===== config.mk =====
export PLATFORM = sky130hd
export DESIGN_NAME = sprite_oam_scan_flat
export DESIGN_NICKNAME = d
export VERILOG_FILES = /design/src/rtl/sprite_oam_scan_if.sv /design/src/rtl/sprite_oam_scan.sv /design/src/flat_wrapper.sv
export SDC_FILE = /design/constraint.sdc
export NUM_CORES = 1
export LEC_CHECK = 0
export CORE_MARGIN = 4
export CORE_UTILIZATION = 35
export CTS_CLUSTER_SIZE = 24
export DETAILED_ROUTE_END_ITERATION = 6
export GPL_TIMING_DRIVEN = 1
export PLACE_DENSITY = 0.58
export RECOVER_POWER = 50
export REMOVE_ABC_BUFFERS = 1
export SYNTH_ARGS = -nofsm -noshare
export SYNTH_HDL_FRONTEND = slang
export SYNTH_SLANG_ARGS = --single-unit
export TNS_END_PERCENT = 10

===== constraint.sdc =====
create_clock -name clk -period 8.8 [get_ports clk]
set_clock_uncertainty 0.1 [all_clocks]
set_input_delay 1.32 -clock clk [delete_from_list [all_inputs] [get_ports clk]]
set_output_delay 1.32 -clock clk [all_outputs]
set_load 0.005 [all_outputs]

===== src/rtl/sprite_oam_scan_if.sv =====
// Signal bundle between the OAM scan stage and its environment: the scan
// controls, the OAM read port and the random-access sprite list read port.
// Handshake: start is a single-cycle request pulse; the scanner answers with
// busy for the duration of the walk and a single-cycle done pulse when the
// list is final. There is no back-pressure, and oam_y/oam_x must carry the
// entry that oam_rd_addr named in the previous cycle.
interface sprite_oam_scan_if;
   logic       start;
   logic [7:0] v_cnt;
   logic       size16;
   logic       isGBC;
   logic [5:0] oam_rd_addr;
   logic [7:0] oam_y;
   logic [7:0] oam_x;
   logic       busy;
   logic       done;
   logic [3:0] count;
   logic [3:0] rd_index;
   logic [5:0] rd_idx;
   logic [7:0] rd_x;
   logic       rd_valid;

   // Scanner side
   modport master (
      input  start, v_cnt, size16, isGBC, oam_y, oam_x, rd_index,
      output oam_rd_addr, busy, done, count, rd_idx, rd_x, rd_valid
   );

   // Environment side: line timing, OAM memory and the sprite fetch stage
   modport slave (
      output start, v_cnt, size16, isGBC, oam_y, oam_x, rd_index,
      input  oam_rd_addr, busy, done, count, rd_idx, rd_x, rd_valid
   );
endinterface


===== src/rtl/sprite_oam_scan.sv =====
// Per-line OAM scan: walks the 40 OAM entries, keeps the first 10 whose Y
// range covers the current line and builds the sprite list used by the
// fetch/display stage.
// Optional feature macro: OAM_SCAN_XSORT_EN enables the DMG X-priority
// insertion sort, which applies when isGBC is 0. Without the macro the list
// is always kept in OAM acceptance order.
module sprite_oam_scan (
   input  logic              clk,
   input  logic              reset_n,
   sprite_oam_scan_if.master bus,
   output logic [1:0]        dbg_state
);
   localparam int SPRITES  = 40;
   localparam int MAX_LINE = 10;

   typedef enum logic [1:0] {IDLE = 2'd0, SCAN = 2'd1, FLUSH = 2'd2} state_t;

   state_t     state_q, state_d;
   logic [5:0] ptr_q, ptr_d;
   logic [3:0] count_q, count_d;
   logic [7:0] v_cnt_q, v_cnt_d;
   logic       size16_q, size16_d;
   logic       gbc_q, gbc_d;
   logic       done_q, done_d;
   logic [5:0] slot_idx_q [MAX_LINE];
   logic [5:0] slot_idx_d [MAX_LINE];
   logic [7:0] slot_x_q [MAX_LINE];
   logic [7:0] slot_x_d [MAX_LINE];

   logic       eval_en;
   logic [5:0] eval_idx;
   logic [8:0] diff;
   logic       visible;
   logic [3:0] ins_pos;

   // Judge the entry whose OAM bytes arrive this cycle (read issued last cycle)
   always_comb begin
      eval_en  = ((state_q == SCAN) && (ptr_q != 6'd0)) || (state_q == FLUSH);
      eval_idx = (state_q == FLUSH) ? 6'(SPRITES - 1) : ptr_q - 6'd1;
      diff     = {1'b0, v_cnt_q} + 9'd16 - {1'b0, bus.oam_y};
      visible  = !diff[8] && (diff < (size16_q ? 9'd16 : 9'd8));
   end

   // Slot the new entry lands in: after every kept slot with x <= new x
   always_comb begin
      ins_pos = count_q;
`ifdef OAM_SCAN_XSORT_EN
      if (!gbc_q) begin
         ins_pos = 4'd0;
         for (int i = 0; i < MAX_LINE; i++) begin
            if ((4'(i) < count_q) && (slot_x_q[i] <= bus.oam_x)) begin
               ins_pos = ins_pos + 4'd1;
            end
         end
      end
`endif
   end

`ifndef OAM_SCAN_XSORT_EN
   // The CGB flag only matters to the sort; keep it observable for the build
   logic unused_gbc;
   assign unused_gbc = gbc_q;
`endif

   // Next-state, pointer, counter and list update; start overrides everything
   always_comb begin
      state_d    = state_q;
      ptr_d      = ptr_q;
      count_d    = count_q;
      v_cnt_d    = v_cnt_q;
      size16_d   = size16_q;
      gbc_d      = gbc_q;
      done_d     = 1'b0;
      slot_idx_d = slot_idx_q;
      slot_x_d   = slot_x_q;

      case (state_q)
         IDLE: begin
         end
         SCAN: begin
            if (ptr_q == 6'(SPRITES - 1)) state_d = FLUSH;
            else                          ptr_d   = ptr_q + 6'd1;
         end
         FLUSH: begin
            state_d = IDLE;
            done_d  = 1'b1;
         end
         default: state_d = IDLE;
      endcase

      if (eval_en && visible && (count_q < 4'(MAX_LINE))) begin
         for (int i = MAX_LINE - 1; i >= 1; i--) begin
            if (4'(i) > ins_pos) begin
               slot_idx_d[i] = slot_idx_q[i-1];
               slot_x_d[i]   = slot_x_q[i-1];
            end else if (4'(i) == ins_pos) begin
               slot_idx_d[i] = eval_idx;
               slot_x_d[i]   = bus.oam_x;
            end
         end
         if (ins_pos == 4'd0) begin
            slot_idx_d[0] = eval_idx;
            slot_x_d[0]   = bus.oam_x;
         end
         count_d = count_q + 4'd1;
      end

      if (bus.start) begin
         state_d  = SCAN;
         ptr_d    = 6'd0;
         count_d  = 4'd0;
         v_cnt_d  = bus.v_cnt;
         size16_d = bus.size16;
         gbc_d    = bus.isGBC;
         done_d   = 1'b0;
         for (int i = 0; i < MAX_LINE; i++) begin
            slot_idx_d[i] = 6'd0;
            slot_x_d[i]   = 8'hFF;
         end
      end
   end

   // State and datapath registers
   always_ff @(posedge clk or negedge reset_n) begin
      if (!reset_n) begin
         state_q  <= IDLE;
         ptr_q    <= 6'd0;
         count_q  <= 4'd0;
         v_cnt_q  <= 8'd0;
         size16_q <= 1'b0;
         gbc_q    <= 1'b0;
         done_q   <= 1'b0;
         for (int i = 0; i < MAX_LINE; i++) begin
            slot_idx_q[i] <= 6'd0;
            slot_x_q[i]   <= 8'hFF;
         end
      end else begin
         state_q    <= state_d;
         ptr_q      <= ptr_d;
         count_q    <= count_d;
         v_cnt_q    <= v_cnt_d;
         size16_q   <= size16_d;
         gbc_q      <= gbc_d;
         done_q     <= done_d;
         slot_idx_q <= slot_idx_d;
         slot_x_q   <= slot_x_d;
      end
   end

   // Random-access list read; empty and out-of-range slots read as cleared
   always_comb begin
      bus.rd_valid = 1'b0;
      bus.rd_idx   = 6'd0;
      bus.rd_x     = 8'hFF;
      for (int i = 0; i < MAX_LINE; i++) begin
         if ((4'(i) == bus.rd_index) && (4'(i) < count_q)) begin
            bus.rd_valid = 1'b1;
            bus.rd_idx   = slot_idx_q[i];
            bus.rd_x     = slot_x_q[i];
         end
      end
   end

   assign bus.oam_rd_addr = ptr_q;
   assign bus.busy        = (state_q != IDLE);
   assign bus.done        = done_q;
   assign bus.count       = count_q;
   assign dbg_state       = state_q;
endmodule

===== src/flat_wrapper.sv =====
// flat-port wrapper written by rule: the top's interface ports become plain ports
module sprite_oam_scan_flat 
  (clk, reset_n, dbg_state, bus_start, bus_v_cnt, bus_size16, bus_isGBC, bus_oam_y, bus_oam_x, bus_rd_index, bus_oam_rd_addr, bus_busy, bus_done, bus_count, bus_rd_idx, bus_rd_x, bus_rd_valid);
  sprite_oam_scan_if bus_i ();
  input  logic clk;
  input  logic reset_n;
  output logic [1:0] dbg_state;
  input wire logic [$bits(bus_i.start)-1:0] bus_start;
  input wire logic [$bits(bus_i.v_cnt)-1:0] bus_v_cnt;
  input wire logic [$bits(bus_i.size16)-1:0] bus_size16;
  input wire logic [$bits(bus_i.isGBC)-1:0] bus_isGBC;
  input wire logic [$bits(bus_i.oam_y)-1:0] bus_oam_y;
  input wire logic [$bits(bus_i.oam_x)-1:0] bus_oam_x;
  input wire logic [$bits(bus_i.rd_index)-1:0] bus_rd_index;
  output wire logic [$bits(bus_i.oam_rd_addr)-1:0] bus_oam_rd_addr;
  output wire logic [$bits(bus_i.busy)-1:0] bus_busy;
  output wire logic [$bits(bus_i.done)-1:0] bus_done;
  output wire logic [$bits(bus_i.count)-1:0] bus_count;
  output wire logic [$bits(bus_i.rd_idx)-1:0] bus_rd_idx;
  output wire logic [$bits(bus_i.rd_x)-1:0] bus_rd_x;
  output wire logic [$bits(bus_i.rd_valid)-1:0] bus_rd_valid;
  assign bus_i.start = bus_start;
  assign bus_i.v_cnt = bus_v_cnt;
  assign bus_i.size16 = bus_size16;
  assign bus_i.isGBC = bus_isGBC;
  assign bus_i.oam_y = bus_oam_y;
  assign bus_i.oam_x = bus_oam_x;
  assign bus_i.rd_index = bus_rd_index;
  assign bus_oam_rd_addr = bus_i.oam_rd_addr;
  assign bus_busy = bus_i.busy;
  assign bus_done = bus_i.done;
  assign bus_count = bus_i.count;
  assign bus_rd_idx = bus_i.rd_idx;
  assign bus_rd_x = bus_i.rd_x;
  assign bus_rd_valid = bus_i.rd_valid;
  sprite_oam_scan u_core (.clk(clk), .reset_n(reset_n), .bus(bus_i), .dbg_state(dbg_state));
endmodule

* After elaboration in Yosys (flattened, before gate mapping)
Index checks and enable logic that the tools add are counted.
Widths: inputs -> output; s select.
** Cells by class
- Reduce and logical (&&, ||, !) cells :: 45
- $lt $le $gt $ge :: 21
- Multiplexer cells :: 84
- Equal/unequal tests :: 24
- Add/sub/neg operators :: 5
** Operator list (count)
- $mux 8 :: 29
- $mux 6 :: 33
- $mux 80 :: 2
- $mux 60 :: 2
- $eq 3x4->1 const A :: 8
- $reduce_bool 3->1 :: 9
- $reduce_and 2->1 :: 12
- $eq 2x4->1 const A :: 4
- $eq 4x4->1 const A :: 4
- $gt 3x4->1 const A :: 4
- $lt 3x4->1 const A :: 4
- $logic_and 1x1->1 :: 14
- $mux 1 :: 12
- $add 8x5->9 const B :: 1
- $lt 9x9->1 :: 1
- $sub 9x8->9 :: 1
- $eq 1x4->1 const A :: 2
- $gt 2x4->1 const A :: 2
- $gt 4x4->1 const A :: 2
- $logic_not 4->1 :: 2
- $lt 1x4->1 const A :: 2
- $lt 2x4->1 const A :: 2
- $lt 4x4->1 const A :: 2
- $mux 4 :: 2
- other kinds (18) :: 23
** Word-level totals
- Output and inout bits :: 29
- Bits in registers :: 162

* Logic depth before layout (Yosys ltp)
- Depth in word-level cells :: 12
- Depth in mapped cells :: 16
- Gate-level depth less buffers :: 14

* Worst setup path before layout
OpenSTA, ideal clock, no wires.
- Path kind :: input to output
- Start :: input port bus_rd_index[3]
- End :: output port bus_rd_idx[4]
- Stages on the path :: 6
- Required time :: 7.380 ns
- Setup slack :: 4.404 ns
- Arrival time :: 2.976 ns
- Buffers on the path :: 1
- Cell sequence :: or2_2 -> clkbuf_1 -> nor4_1 -> a22oi_1 -> a32o_1 -> a31oi_1
** On the way
- Word-level cells in the longest chain between the ends :: 12
- Elaborated cells between the ends (all ways) :: 30
** Ends and longest elaborated chain
- start, declared :: RTL line flat_wrapper.sv:14 : input wire logic [$bits(bus_i.rd_index)-1:0] bus_rd_index;
- $logic_not 4->1 :: RTL line sprite_oam_scan.sv:156 : if ((4'(i) == bus.rd_index) && (4'(i) < count_q)) begin
- $logic_and 1x1->1 :: RTL line sprite_oam_scan.sv:156
- $mux 6 (9 in a row) :: RTL line sprite_oam_scan.sv:156
- $mux 6 (*) :: RTL line sprite_oam_scan.sv:156
- end, declared :: RTL line flat_wrapper.sv:19 : output wire logic [$bits(bus_i.rd_idx)-1:0] bus_rd_idx;
Every way passes the cells marked *; elsewhere a longest branch is shown, timed or not.

==> run metrics <==
status=finished with violations; failing checks=max-capacitance violations, max-slew violations; fin crit period=5.96 ns; Total GRT Usage=20.4%; Max stage delay on crit path=3.40 ns; Port Buffers=60; Synth Area in XOR/XNOR=0.785%; clock share of power=39.7%; hold buffers post-CTS=0; EDFF count, synth=0; Initial DRC Count=900; Netlist Area Pre-Place=0.0100 mm²; global-route wire length before repair=50800 µm; highest-count cells in the layout ignoring fill and taps=nor2_1 (160), nand2_1 (147), o21ai_0 (107), dfrtp_1 (81), dfstp_2 (80); post-synthesis compound-gate area fraction=21.5%; largest net degree at the start of global routing=88; fraction of layout cells with a size suffix above 1=15.8%; mux cell area share after synthesis=8.86%; Root Driver=clkbuf_16; switching pwr=575 µW; clock buffer count from CTS=17; startpoint class of the critical path=input port; Ys Warns=0; synthesized instance count=1164; I/O pins=62; vias post-DR=8872; DIE HEIGHT=177 µm; Initial Utilization=35.9%; Crit path buffers/inverters=1; CP Cell Sequence=clkbuf_1; number of H-tree levels=4; die area=0.0315 mm²; initial antenna violation count=4; Peak supply drop=139 µV; Final period util=67.8%; Adder-Cell Fraction of Synth Area=2.49%; TritonCTS clock tree=yes; Synth Area in Simple Gates=20.0%; Largest delay share family, worst path=buffers and inverters; drt pass-1 iters=6; HPWL Detailed=20800 µm; setup violators final=0; Seq pwr share=42.8%; CTS sink count=162; final wirelength=31500 µm; Syn Area/Cell=8.63 µm²; Req. time, crit path=7.67 ns; Die Width=177 µm; Vias/cell=5.72; Worst path slowest cell=clkbuf_1; actual slew at the worst max-slew pin=4.97 ns; Final Hold Viols=0; CP endpoint kind=asynchronous set/reset pin; main combinational cell family by area after synthesis=compound AO/OA/AOI/OAI gates; PostCTS Resize Cnt=0; grt total ovfl=0; Routability Congestion=0.842; Top FF cell, synth=dfrtp_1; RSZ-0062 raised after global routing=no; PwrDens=161 mW/mm²; remaining antenna violation count=0; clk slew on worst S/H paths=0.07 ns; #FFs+latches synth=162; setup TNS=0 ns; CP Class=in -> async; area grow syn2layout=13.2%; Fmax=168 MHz; slew margin rel.=-231%; Post-CTS Setup Bufs=0; Crit path arrival time=4.83 ns; Crit Path Max Fanout=87; post-DR wirelength/cell=20.3 µm; post-layout power=1830 µW; clock buffer depth=2; worst min path class=reg -> reg; Int Pwr=1250 µW; Core Area=0.0280 mm²; sequential area share after synthesis=41.4%; Logic pwr share=17.5%; vias in the first global route=8601; commonest non-fill, non-tap cell in the layout=nor2_1; fin nets=1214; Max Slew Vio Count=160; Yosys cell types=63; Max Cap Viol=2; clk_lat worst skew=0.44 ns; Async SR Flop Fraction=100%; Sw Ratio=31.4%; leakage=0.00464 µW; # DRC=0; FP Rows=61; # diodes=0
## flip-flops by register name, indices dropped and copies added, names as in the netlist
name / flops
u_core.bus.count: 4
u_core.bus.oam_rd_addr: 6
u_core.bus.done: 1
u_core.size16_q: 1
u_core.dbg_state: 2
u_core.slot_x_q: 80
u_core.v_cnt_q: 8
u_core.slot_idx_q: 60
## worst register-to-register path: cells and delay by family, from the launching register on
kind / cells / cell delay (ns)
flip-flops: 1 / 0.38
XOR/XNOR: 1 / 0.08
AND/OR/NAND/NOR: 5 / 1.46
adder cells (fa/ha/maj): 3 / 0.77
AO/OA/AOI/OAI: 4 / 1.11
## per-layer routing
metal  up-vias  share of wire [%]  global-route usage (%)
met1      4330                 46                    30.0
li1       4161                  -                       -
met2       325                 45                    30.4
met5         -               0.13                       0
met4         8                1.8                    6.06
met3        48                7.3                    3.79
## cell usage after synthesis (3+ instances only)
| library cell | count | share of area, % |
|---|---|---|
| nor2_1 | 160 | 6.0 |
| nand2_1 | 147 | 5.5 |
| o21ai_0 | 108 | 5.4 |
| dfrtp_1 | 82 | 20 |
| dfstp_2 | 80 | 21 |
| clkbuf_1 | 75 | 2.8 |
| a21oi_1 | 71 | 3.5 |
| mux2i_1 | 54 | 5.4 |
| and3_1 | 53 | 3.3 |
| mux2_2 | 31 | 3.5 |
| a211oi_1 | 21 | 1.6 |
| ha_1 | 20 | 2.5 |
| nand3_1 | 20 | 1.0 |
| nor3_1 | 17 | 0.85 |
| inv_1 | 16 | 0.60 |
| o22ai_1 | 15 | 0.93 |
| a22oi_1 | 14 | 1.0 |
| a31oi_1 | 14 | 0.87 |
| buf_2 | 11 | 0.55 |
| a211o_1 | 10 | 0.87 |
| nor2b_1 | 9 | 0.56 |
| o221ai_1 | 8 | 0.70 |
| or2_2 | 8 | 0.50 |
| buf_1 | 7 | 0.26 |
| xor2_1 | 7 | 0.61 |
| a222oi_1 | 6 | 0.60 |
| nand4_1 | 6 | 0.37 |
| a311oi_1 | 5 | 0.44 |
| buf_6 | 5 | 0.56 |
| nand2b_1 | 5 | 0.31 |
| or3_1 | 5 | 0.31 |
| a2111oi_4 | 4 | 1.1 |
| and2_1 | 4 | 0.25 |
| nor4_1 | 4 | 0.25 |
| o2111a_1 | 4 | 0.45 |
| o211a_1 | 4 | 0.40 |
| o211ai_1 | 4 | 0.30 |
| o21a_1 | 4 | 0.30 |
| o22a_1 | 4 | 0.35 |
| a211oi_2 | 3 | 0.37 |
| a21o_1 | 3 | 0.22 |
| a221oi_1 | 3 | 0.26 |
| nor3b_1 | 3 | 0.22 |
## stage by stage
| step | setup WS [ns] | instances | instance area, µm² | hold WS (ns) | utilization (%) |
|---|---|---|---|---|---|
| floorplan | 3.68 | 1064 | 9610 | 0.381 | - |
| global placement | 3.14 | 1520 | 10800 | 0.392 | 38.7 |
| detailed placement | 3.10 | 1520 | 10800 | 0.401 | 38.7 |
| CTS | 2.89 | 1552 | 11400 | 0.416 | 40.7 |
| global route | 1.74 | 1552 | 11400 | 0.428 | 40.6 |
| finish | 2.84 | 1552 | 11400 | 0.415 | 40.6 |
## cell type report
type / count / area [µm²]
Clock buffer: 17 / 425
Timing Repair Buffer: 78 / 719
Sequential cell: 162 / 4160
Clock inverter: 15 / 131
Tap cell: 378 / 473
Inverter: 16 / 60.1
Multi-Input combinational cell: 886 / 5410
Fill cell: 2777 / 16600
## worst paths after layout
check	startpoint	to	slack, ns	depth (start not counted)
worst min-delay path	u_core.v_cnt_q[0]	u_core.v_cnt_q[0]	0.41	1
worst min register to register	u_core.v_cnt_q[0]	u_core.v_cnt_q[0]	0.41	1
worst max register to register	u_core.v_cnt_q[2]	u_core.slot_idx_q[10]	4.60	13
min in group asynchronous	reset_n	u_core.bus.oam_rd_addr[3]	2.55	1
worst max-delay path	reset_n	u_core.bus.count[3]	2.84	1
max in group clk	u_core.bus.count[1]	bus_rd_x[5]	2.91	10
## power by group through the flow
stage               combinational [µW]  clock [µW]  sequential [µW]
finish                             321         726              782
CTS                                320         738              782
global route                       351         773              785
detailed placement                 319           0              795
global placement                   315           0              794
floorplan                          186           0              790
## cells by family after synthesis
family                   count (synthesis)
flip-flops                             162
AND/OR/NAND/NOR                        447
AO/OA/AOI/OAI                          325
multiplexers                            85
buffers and inverters                  116
XOR/XNOR                                 9
adder cells (fa/ha/maj)                 20
No activity file was read; power rests on OpenSTA's default activity.
